`config.mk`:
```
export PLATFORM = sky130hd
export DESIGN_NAME = zeroriscy_vector_ex_stage_flat
export DESIGN_NICKNAME = d
export VERILOG_FILES = /design/src/rtl/zeroriscy_vector_ex_stage_if.sv /design/src/rtl/zeroriscy_vector_ex_stage.sv /design/src/flat_wrapper.sv
export SDC_FILE = /design/constraint.sdc
export NUM_CORES = 2
export LEC_CHECK = 0
export ABC_AREA = 1
export ABC_CLOCK_PERIOD_IN_PS = 131100
export CAP_MARGIN = 10
export CORE_MARGIN = 4
export CORE_UTILIZATION = 30
export CTS_BUF_LIST = sky130_fd_sc_hd__clkbuf_8
export CTS_CLUSTER_SIZE = 20
export DETAILED_ROUTE_END_ITERATION = 7
export MAX_ROUTING_LAYER = met4
export PLACE_DENSITY = 0.58
export SLEW_MARGIN = 20
export SYNTH_ARGS = -nofsm -noshare
export SYNTH_HDL_FRONTEND = slang
export SYNTH_SLANG_ARGS = --single-unit
```
`constraint.sdc`:
```
create_clock -name clk -period 131.1 [get_ports clk]
set_input_delay 13.11 -clock clk [delete_from_list [all_inputs] [get_ports clk]]
set_output_delay 13.11 -clock clk [all_outputs]
set_load 0.01 [all_outputs]
```
`src/rtl/zeroriscy_vector_ex_stage_if.sv`:
```
// rtl/zeroriscy_vector_ex_stage_if.sv - issue, ALU, load, read and writeback signals of the vector execute stage
interface zeroriscy_vector_ex_stage_if #(
  parameter int NREGS  = 8,
  parameter int NLANES = 4
);
  localparam int RW = $clog2(NREGS);

  logic                     in_valid;
  logic                     in_ready;
  logic [3:0]               in_opcode;
  logic [RW-1:0]            in_vd;
  logic [RW-1:0]            in_vs1;
  logic [RW-1:0]            in_vs2;
  logic                     in_bsel;
  logic [31:0]              in_scalar;

  logic [NLANES-1:0][31:0]  alu_arg_a;
  logic [NLANES-1:0][31:0]  alu_arg_b;
  logic [3:0]               alu_opcode;
  logic [NLANES-1:0][31:0]  alu_res;

  logic                     ext_we;
  logic                     ext_ready;
  logic [RW-1:0]            ext_vd;
  logic [NLANES-1:0][31:0]  ext_data;

  logic [RW-1:0]            rd_vs;
  logic [NLANES-1:0][31:0]  rd_data;

  logic                     wb_valid;
  logic [RW-1:0]            wb_vd;
  logic [NLANES-1:0][31:0]  wb_data;
  logic                     err;
  logic                     busy;

  modport master (
    output in_valid, in_opcode, in_vd, in_vs1, in_vs2, in_bsel, in_scalar,
    output alu_res, ext_we, ext_vd, ext_data, rd_vs,
    input  in_ready, alu_arg_a, alu_arg_b, alu_opcode, ext_ready, rd_data,
    input  wb_valid, wb_vd, wb_data, err, busy
  );

  modport slave (
    input  in_valid, in_opcode, in_vd, in_vs1, in_vs2, in_bsel, in_scalar,
    input  alu_res, ext_we, ext_vd, ext_data, rd_vs,
    output in_ready, alu_arg_a, alu_arg_b, alu_opcode, ext_ready, rd_data,
    output wb_valid, wb_vd, wb_data, err, busy
  );
endinterface

```
`src/rtl/zeroriscy_vector_ex_stage.sv`:
```
// rtl/zeroriscy_vector_ex_stage.sv - vector execute stage: regfile, operand fetch with forwarding, writeback
module zeroriscy_vector_ex_stage #(
  parameter int NREGS  = 8,
  parameter int NLANES = 4
) (
  input logic                      clk,
  input logic                      rst,
  zeroriscy_vector_ex_stage_if.slave vif
);
  localparam int RW = $clog2(NREGS);
  typedef logic [NLANES-1:0][31:0] vec_t;

  vec_t          rf [NREGS];

  logic          op_valid;
  logic          op_legal;
  logic [3:0]    op_opcode;
  logic [RW-1:0] op_vd;
  vec_t          op_a;
  vec_t          op_b;

  logic          wb_v;
  logic          wb_legal;
  logic [RW-1:0] wb_vd_q;
  vec_t          wb_data_q;

  logic          accept;
  logic          ext_go;
  logic          wb_write;
  logic          in_legal;
  vec_t          src_a;
  vec_t          src_b;

  // Youngest legal producer wins: op stage (still in the ALU), then writeback, then the regfile.
  function automatic vec_t fetch(input logic [RW-1:0] vs,
                                 input logic op_fwd, input logic [RW-1:0] op_dst, input vec_t op_res,
                                 input logic wb_fwd, input logic [RW-1:0] wb_dst, input vec_t wb_res,
                                 input vec_t rf_val);
    if (op_fwd && op_dst == vs)
      return op_res;
    else if (wb_fwd && wb_dst == vs)
      return wb_res;
    else
      return rf_val;
  endfunction

  assign wb_write      = wb_v & wb_legal;
  assign accept        = vif.in_valid & ~vif.ext_we;
  assign ext_go        = vif.ext_we & ~op_valid & ~wb_write;
  assign in_legal      = (vif.in_opcode <= 4'd4);

  assign vif.in_ready   = ~vif.ext_we;
  assign vif.ext_ready  = ext_go;
  assign vif.alu_arg_a  = op_a;
  assign vif.alu_arg_b  = op_b;
  assign vif.alu_opcode = op_opcode;
  assign vif.rd_data    = rf[vif.rd_vs];
  assign vif.wb_valid   = wb_write;
  assign vif.wb_vd      = wb_vd_q;
  assign vif.wb_data    = wb_data_q;
  assign vif.err        = wb_v & ~wb_legal;
  assign vif.busy       = op_valid | wb_write;

  always_comb begin
    src_a = fetch(vif.in_vs1, op_valid & op_legal, op_vd, vif.alu_res,
                  wb_write, wb_vd_q, wb_data_q, rf[vif.in_vs1]);
    src_b = fetch(vif.in_vs2, op_valid & op_legal, op_vd, vif.alu_res,
                  wb_write, wb_vd_q, wb_data_q, rf[vif.in_vs2]);
    if (vif.in_bsel)
      src_b = {NLANES{vif.in_scalar}};
  end

  always_ff @(posedge clk or posedge rst) begin
    if (rst) begin
      for (int i = 0; i < NREGS; i++)
        rf[i] <= '0;
      op_valid  <= 1'b0;
      op_legal  <= 1'b0;
      op_opcode <= '0;
      op_vd     <= '0;
      op_a      <= '0;
      op_b      <= '0;
      wb_v      <= 1'b0;
      wb_legal  <= 1'b0;
      wb_vd_q   <= '0;
      wb_data_q <= '0;
    end else begin
      // ext_go excludes a pending writeback, so the two regfile writes never collide.
      if (wb_write)
        rf[wb_vd_q] <= wb_data_q;
      else if (ext_go)
        rf[vif.ext_vd] <= vif.ext_data;

      op_valid <= accept;
      if (accept) begin
        op_legal  <= in_legal;
        op_opcode <= vif.in_opcode;
        op_vd     <= vif.in_vd;
        op_a      <= src_a;
        op_b      <= src_b;
      end

      wb_v <= op_valid;
      if (op_valid) begin
        wb_legal  <= op_legal;
        wb_vd_q   <= op_vd;
        wb_data_q <= vif.alu_res;
      end
    end
  end
endmodule

```
`src/flat_wrapper.sv`:
```
// flat-port wrapper written by rule: the top's interface ports become plain ports
module zeroriscy_vector_ex_stage_flat 
#(
  parameter int NREGS  = 8,
  parameter int NLANES = 4
)
  (clk, rst, vif_in_valid, vif_in_opcode, vif_in_vd, vif_in_vs1, vif_in_vs2, vif_in_bsel, vif_in_scalar, vif_alu_res, vif_ext_we, vif_ext_vd, vif_ext_data, vif_rd_vs, vif_in_ready, vif_alu_arg_a, vif_alu_arg_b, vif_alu_opcode, vif_ext_ready, vif_rd_data, vif_wb_valid, vif_wb_vd, vif_wb_data, vif_err, vif_busy);
  zeroriscy_vector_ex_stage_if #(.NREGS(NREGS), .NLANES(NLANES)) vif_i ();
  input logic clk;
  input logic rst;
  input wire logic [$bits(vif_i.in_valid)-1:0] vif_in_valid;
  input wire logic [$bits(vif_i.in_opcode)-1:0] vif_in_opcode;
  input wire logic [$bits(vif_i.in_vd)-1:0] vif_in_vd;
  input wire logic [$bits(vif_i.in_vs1)-1:0] vif_in_vs1;
  input wire logic [$bits(vif_i.in_vs2)-1:0] vif_in_vs2;
  input wire logic [$bits(vif_i.in_bsel)-1:0] vif_in_bsel;
  input wire logic [$bits(vif_i.in_scalar)-1:0] vif_in_scalar;
  input wire logic [$bits(vif_i.alu_res)-1:0] vif_alu_res;
  input wire logic [$bits(vif_i.ext_we)-1:0] vif_ext_we;
  input wire logic [$bits(vif_i.ext_vd)-1:0] vif_ext_vd;
  input wire logic [$bits(vif_i.ext_data)-1:0] vif_ext_data;
  input wire logic [$bits(vif_i.rd_vs)-1:0] vif_rd_vs;
  output wire logic [$bits(vif_i.in_ready)-1:0] vif_in_ready;
  output wire logic [$bits(vif_i.alu_arg_a)-1:0] vif_alu_arg_a;
  output wire logic [$bits(vif_i.alu_arg_b)-1:0] vif_alu_arg_b;
  output wire logic [$bits(vif_i.alu_opcode)-1:0] vif_alu_opcode;
  output wire logic [$bits(vif_i.ext_ready)-1:0] vif_ext_ready;
  output wire logic [$bits(vif_i.rd_data)-1:0] vif_rd_data;
  output wire logic [$bits(vif_i.wb_valid)-1:0] vif_wb_valid;
  output wire logic [$bits(vif_i.wb_vd)-1:0] vif_wb_vd;
  output wire logic [$bits(vif_i.wb_data)-1:0] vif_wb_data;
  output wire logic [$bits(vif_i.err)-1:0] vif_err;
  output wire logic [$bits(vif_i.busy)-1:0] vif_busy;
  assign vif_i.in_valid = vif_in_valid;
  assign vif_i.in_opcode = vif_in_opcode;
  assign vif_i.in_vd = vif_in_vd;
  assign vif_i.in_vs1 = vif_in_vs1;
  assign vif_i.in_vs2 = vif_in_vs2;
  assign vif_i.in_bsel = vif_in_bsel;
  assign vif_i.in_scalar = vif_in_scalar;
  assign vif_i.alu_res = vif_alu_res;
  assign vif_i.ext_we = vif_ext_we;
  assign vif_i.ext_vd = vif_ext_vd;
  assign vif_i.ext_data = vif_ext_data;
  assign vif_i.rd_vs = vif_rd_vs;
  assign vif_in_ready = vif_i.in_ready;
  assign vif_alu_arg_a = vif_i.alu_arg_a;
  assign vif_alu_arg_b = vif_i.alu_arg_b;
  assign vif_alu_opcode = vif_i.alu_opcode;
  assign vif_ext_ready = vif_i.ext_ready;
  assign vif_rd_data = vif_i.rd_data;
  assign vif_wb_valid = vif_i.wb_valid;
  assign vif_wb_vd = vif_i.wb_vd;
  assign vif_wb_data = vif_i.wb_data;
  assign vif_err = vif_i.err;
  assign vif_busy = vif_i.busy;
  zeroriscy_vector_ex_stage #(.NREGS(NREGS), .NLANES(NLANES)) u_core (.clk(clk), .rst(rst), .vif(vif_i));
endmodule
```
-- Yosys cells after proc, flatten, opt, wreduce, memory -nomap -nowiden
Cells that the tools add are included.
- eq/ne operators: 4
- bitwise gates (word level): 16
- reduce and logical (&&, ||, !) cells: 7
- mux-type cells: 22
- order comparisons: 8
- operators with widths (kind ; number):
    bitwise mux 1024 bit ; 2
    two-way mux 1024 bit ; 2
    two-way mux 128 bit ; 13
    binary-select mux 128 bit (select 3 bit) ; 3
    demux 128 bit (select 3 bit) ; 2
    >= comparator 4 bit (second input constant) ; 5
    NOT 3 -> 4 bit ; 5
    == test 3 bit ; 4
    less-than comparator 4 x 1 -> 1 bit (second input constant) ; 2
    bitwise AND 1 bit ; 6
    logical AND 1 bit ; 6
    <= comparator 4 x 3 -> 1 bit (second input constant) ; 1
    NOT 1 bit ; 4
    nonzero test 2 bit ; 1
    OR 1 bit ; 1
- output and inout port bits: 524
- input port bits: 312
- bits in registers: 1422
- word-level logic and storage cells: 108

-- Logic depth before layout (Yosys ltp)
- word-level depth: 8
- mapped depth: 13
- mapped depth without buffers: 10

-- Least setup slack after synthesis
No wires, ideal clock.
- kind: input to output
- start: in vif_rd_vs[0]
- end: out vif_rd_data[91]
- arrival: 14.450 ns
- buffers on the path: 4
- stages: 9
- setup slack: 103.540 ns
- cell sequence: buf_2 > inv_1 > buf_2 > buf_2 > clkbuf_1 > o21ai_0 > nand2_1 > nor2_1 > a31oi_1
- longest elaborated chain between the ends: 4
- ends and longest elaborated chain (item ; line ; source):
    from (decl) ; flat_wrapper.sv:22 ; input wire logic [$bits(vif_i.rd_vs)-1:0] vif_rd_vs;
    NOT 3 -> 4 bit (not written as such) ; zeroriscy_vector_ex_stage.sv:57 ; assign vif.rd_data = rf[vif.rd_vs];
    binary-select mux 128 bit (select 3 bit) ; zeroriscy_vector_ex_stage.sv:57 ;
    two-way mux 128 bit (not written as such) (2 in a row) ; zeroriscy_vector_ex_stage.sv:57 ;
    to (decl) ; flat_wrapper.sv:28 ; output wire logic [$bits(vif_i.rd_data)-1:0] vif_rd_data;
No other way between the ends. The select of a mux whose other input is x is not followed.

-- Final worst setup path
- start: in vif_rd_vs[0]
- end: out vif_rd_data[52]
The elaborated chain is that of the path after synthesis.

==> impl_metrics.csv <==
group,metric,value,unit
cts,cts_tree,"yes",
placed_design,place_inst,18200,
die,die_area,327000,sq um
power_and_ir_drop,intPower,935,uW
power_and_ir_drop,p_switching,627,uW
yosys,syn_area_per_cell,6.67,sq um
die,row_count,206,
layout,seq_area,35600,sq um
cts,clock_sinks,1422,
sta,post-route-period-util,0.235,
yosys,synth_edf_count,0,
power_and_ir_drop,p_comb_frac,0.313,
cts,cts-resized-gates,0,
cts,cts_setup_buffers,0,
yosys,synth.area.top_cells,"dfrtp_1, nand2_1, o21ai_0, nand3_1, o22ai_1",
sta,fmax,32.5,MHz
yosys,syn-num-nets,14600,
setup_path,crit_path_end_kind,"output port",
sta,finalClockSkew,0.118,ns
layout,synthToLayoutAreaGrowth,17.5,%
power_and_ir_drop,p_leak,49.5,nW
cts,cts_root_buffer,"clkbuf_8",
sta,worst_pin_slew,1.22,ns
run,maxCapViolCount,0,
setup_path,cp_max_fo,162,
outcome,status,"finished clean",
global_route,grtUsageMet3,0.0985,
global_route,grt_max_degree,223,
layout,nFillCells,33800,
yosys,ys_warn_count,0,
cts,htree_levels,5,
yosys,syn_area,95400,sq um
global_route,gr-usage-met2,0.472,
layout,drive_gt1_frac,0.0583,
routing,vias_per_cell,6.00,
power_and_ir_drop,sw_frac_of_total,0.401,
cts,cts_max_path_buffers,4,
global_route,antenna_found_initial,41,
placed_design,gp_congestion,0.909,
cts,cts_buffers,291,
layout,stdcell_count,18800,
layout,multiInputGateArea,49400,sq um
die,die_w,572,um
placed_design,port_buffers,835,
placed_design,dp_hpwl,335000,um
global_route,grt_pass1_vias,103000,
yosys,syn_inst,14300,
yosys,yosysMostFrequentCell,"nand2_1",
routing,totalWireLength,558000,um
setup_path,critPathRequiredTime,117.99,ns
cts,clkLatencyLatePin,1.08,ns
routing,vias,113000,
routing,drtPass1Iterations,7,
yosys,ys_seq_area_frac,0.373,
sta,slew_headroom,0.184,
setup_path,path_class,"in -> out",
global_route,grt_first_pass_wirelength,780000,um
yosys,synthTopCellsByCount,"nand2_1, o21ai_0, nand3_1, inv_1, dfrtp_1",
power_and_ir_drop,seqPwrFrac,0.367,
sta,finalSetupViolations,0,
routing,drc,0,
power_and_ir_drop,clkPwrFrac,0.320,
sta,grt_setup_unrepaired,"false",
power_and_ir_drop,ir_drop,8.27,uV
die,io_pins,836,
routing,avgRoutedWirePerCell,29.8,um
die,die_h,572,um
global_route,grt_util_all_layers,0.335,
routing,drtIter0Drc,17300,
cts,cts_hold_buffers,0,
sta,fin_crit,30.80,ns
die,coreArea,316000,sq um
sta,final-hold-violation-count,0,
sta,slew_violations,0,
hold_path,hold_path_class,"reg -> reg",
layout,layout.nets,14700,
yosys,synth_seq_cells,1422,
power_and_ir_drop,powerDensity,13.9,nW/um^2
yosys,netlist.area_leader.share,0.373,
setup_path,critPathLaunchType,"input pin",
yosys,synth.largest_area_cell,"dfrtp_1",
yosys,synthArstFlopShare,1.00,
yosys,ys_types,28,
yosys,ys.flop_type,"dfrtp_1",
cts,path_clk_slew,0.06,ns
global_route,grt_overflow,0,
sta,finalSetupTns,0,ns
layout,final_util,0.355,
global_route,top_usage_layer,"met2",
die,start_util,0.302,
routing,drtAntennaViolNets,0,
global_route,grtUsageMet1,0.398,
setup_path,arrival,17.70,ns
sta,whs,0.478,ns
==> kinds of logic after synthesis <==
family          Yosys count  synth area share
simple gates           5714             0.252
mux                     124            0.0146
flops                  1422             0.373
buf+inv                2758             0.113
xor+xnor                  3          0.000275
compound gates         4280             0.247
==> final timing paths <==
kind / from / endpoint / slack, ns / depth (start not counted)
setup / recovery: vif_rd_vs[0] / vif_rd_data[52] / 100.30 / 9
hold / removal: u_core.vif.alu_arg_a[86] / u_core.vif.alu_arg_a[86] / 0.48 / 2
setup reg to reg: u_core.wb_legal / u_core.vif.alu_arg_b[34] / 124.92 / 13
hold reg to reg: u_core.vif.alu_arg_a[86] / u_core.vif.alu_arg_a[86] / 0.48 / 2
max in group asynchronous: rst / u_core.rf[709] / 114.74 / 7
min in group asynchronous: rst / u_core.rf[633] / 12.59 / 2
==> stage by stage <==
stage / total power [mW] / cell area [sq um] / setup WS (ns)
floorplan: 0.821 / 95400 / 77.89
global placement: 1.05 / 106000 / 100.61
detailed placement: 1.05 / 106000 / 100.61
CTS: 1.55 / 112000 / 100.61
global route: 1.62 / 112000 / 100.23
finish: 1.56 / 112000 / 100.30
==> registers in the layout (all words and copies together) (netlist names) <==
name	cells
u_core.op_legal	1
u_core.vif.alu_opcode	4
u_core.wb_legal	1
u_core.vif.alu_arg_b	128
u_core.op_valid	1
u_core.vif.wb_vd	3
u_core.op_vd	3
u_core.vif.wb_data	128
u_core.vif.alu_arg_a	128
u_core.wb_v	1
u_core.rf	1024
==> cell usage in the layout, fill, tap and decap left out, drive strengths merged, types with 5 or more instances in the layout <==
cell type      netlist  layout
inv               1445    1544
nand2             3627    3627
a31oi              128     128
a21oi              934     934
o211ai             256     256
mux2               124     124
nand3             1676    1676
dfrtp             1422    1422
diode                0      45
o21ai             1935    1935
clkbuf             857     366
nor2               273     273
clkinv               0      33
buf                456     234
nor3                 9       9
clkdlybuf4s50        0     826
bufinv               0       5
nand3b             124     124
o22ai             1025    1025
==> per-layer routing <==
| metal | up-vias | wire length, um |
|---|---|---|
| met1 | 52800 | 200000 |
| li1 | 48400 | - |
| met4 | 0 | 52500 |
| met2 | 8977 | 231000 |
| met5 | - | 0 |
| met3 | 2315 | 75400 |
==> power by group through the flow <==
stage               clock [mW]  combinational [mW]  sequential (mW)
floorplan                    0               0.251            0.570
detailed placement           0               0.474            0.577
global route             0.521               0.522            0.580
finish                   0.499               0.489            0.574
global placement             0               0.472            0.576
CTS                      0.502               0.477            0.570
==> worst max-delay path, stage by stage <==
cell and delay (ns):
buf_8 0.21, inv_8 0.73, buf_4 0.83, buf_4 0.82, o21ai_0 0.18, nand2_1 0.10, nor2_1 0.04, a31oi_1 0.66
clkdlybuf4s50_1 0.69
==> final cells by class <==
cell class | instances | area share
well taps | 4160 | 0.0464
clock inverters | 140 | 0.00792
flip-flops and latches | 1422 | 0.317
repair buffers | 1060 | 0.0921
diodes | 45 | 0.00100
multi-input cells | 10100 | 0.441
clock buffers | 366 | 0.0449
inverters | 1445 | 0.0494
No activity file was read; power rests on OpenSTA's default activity.
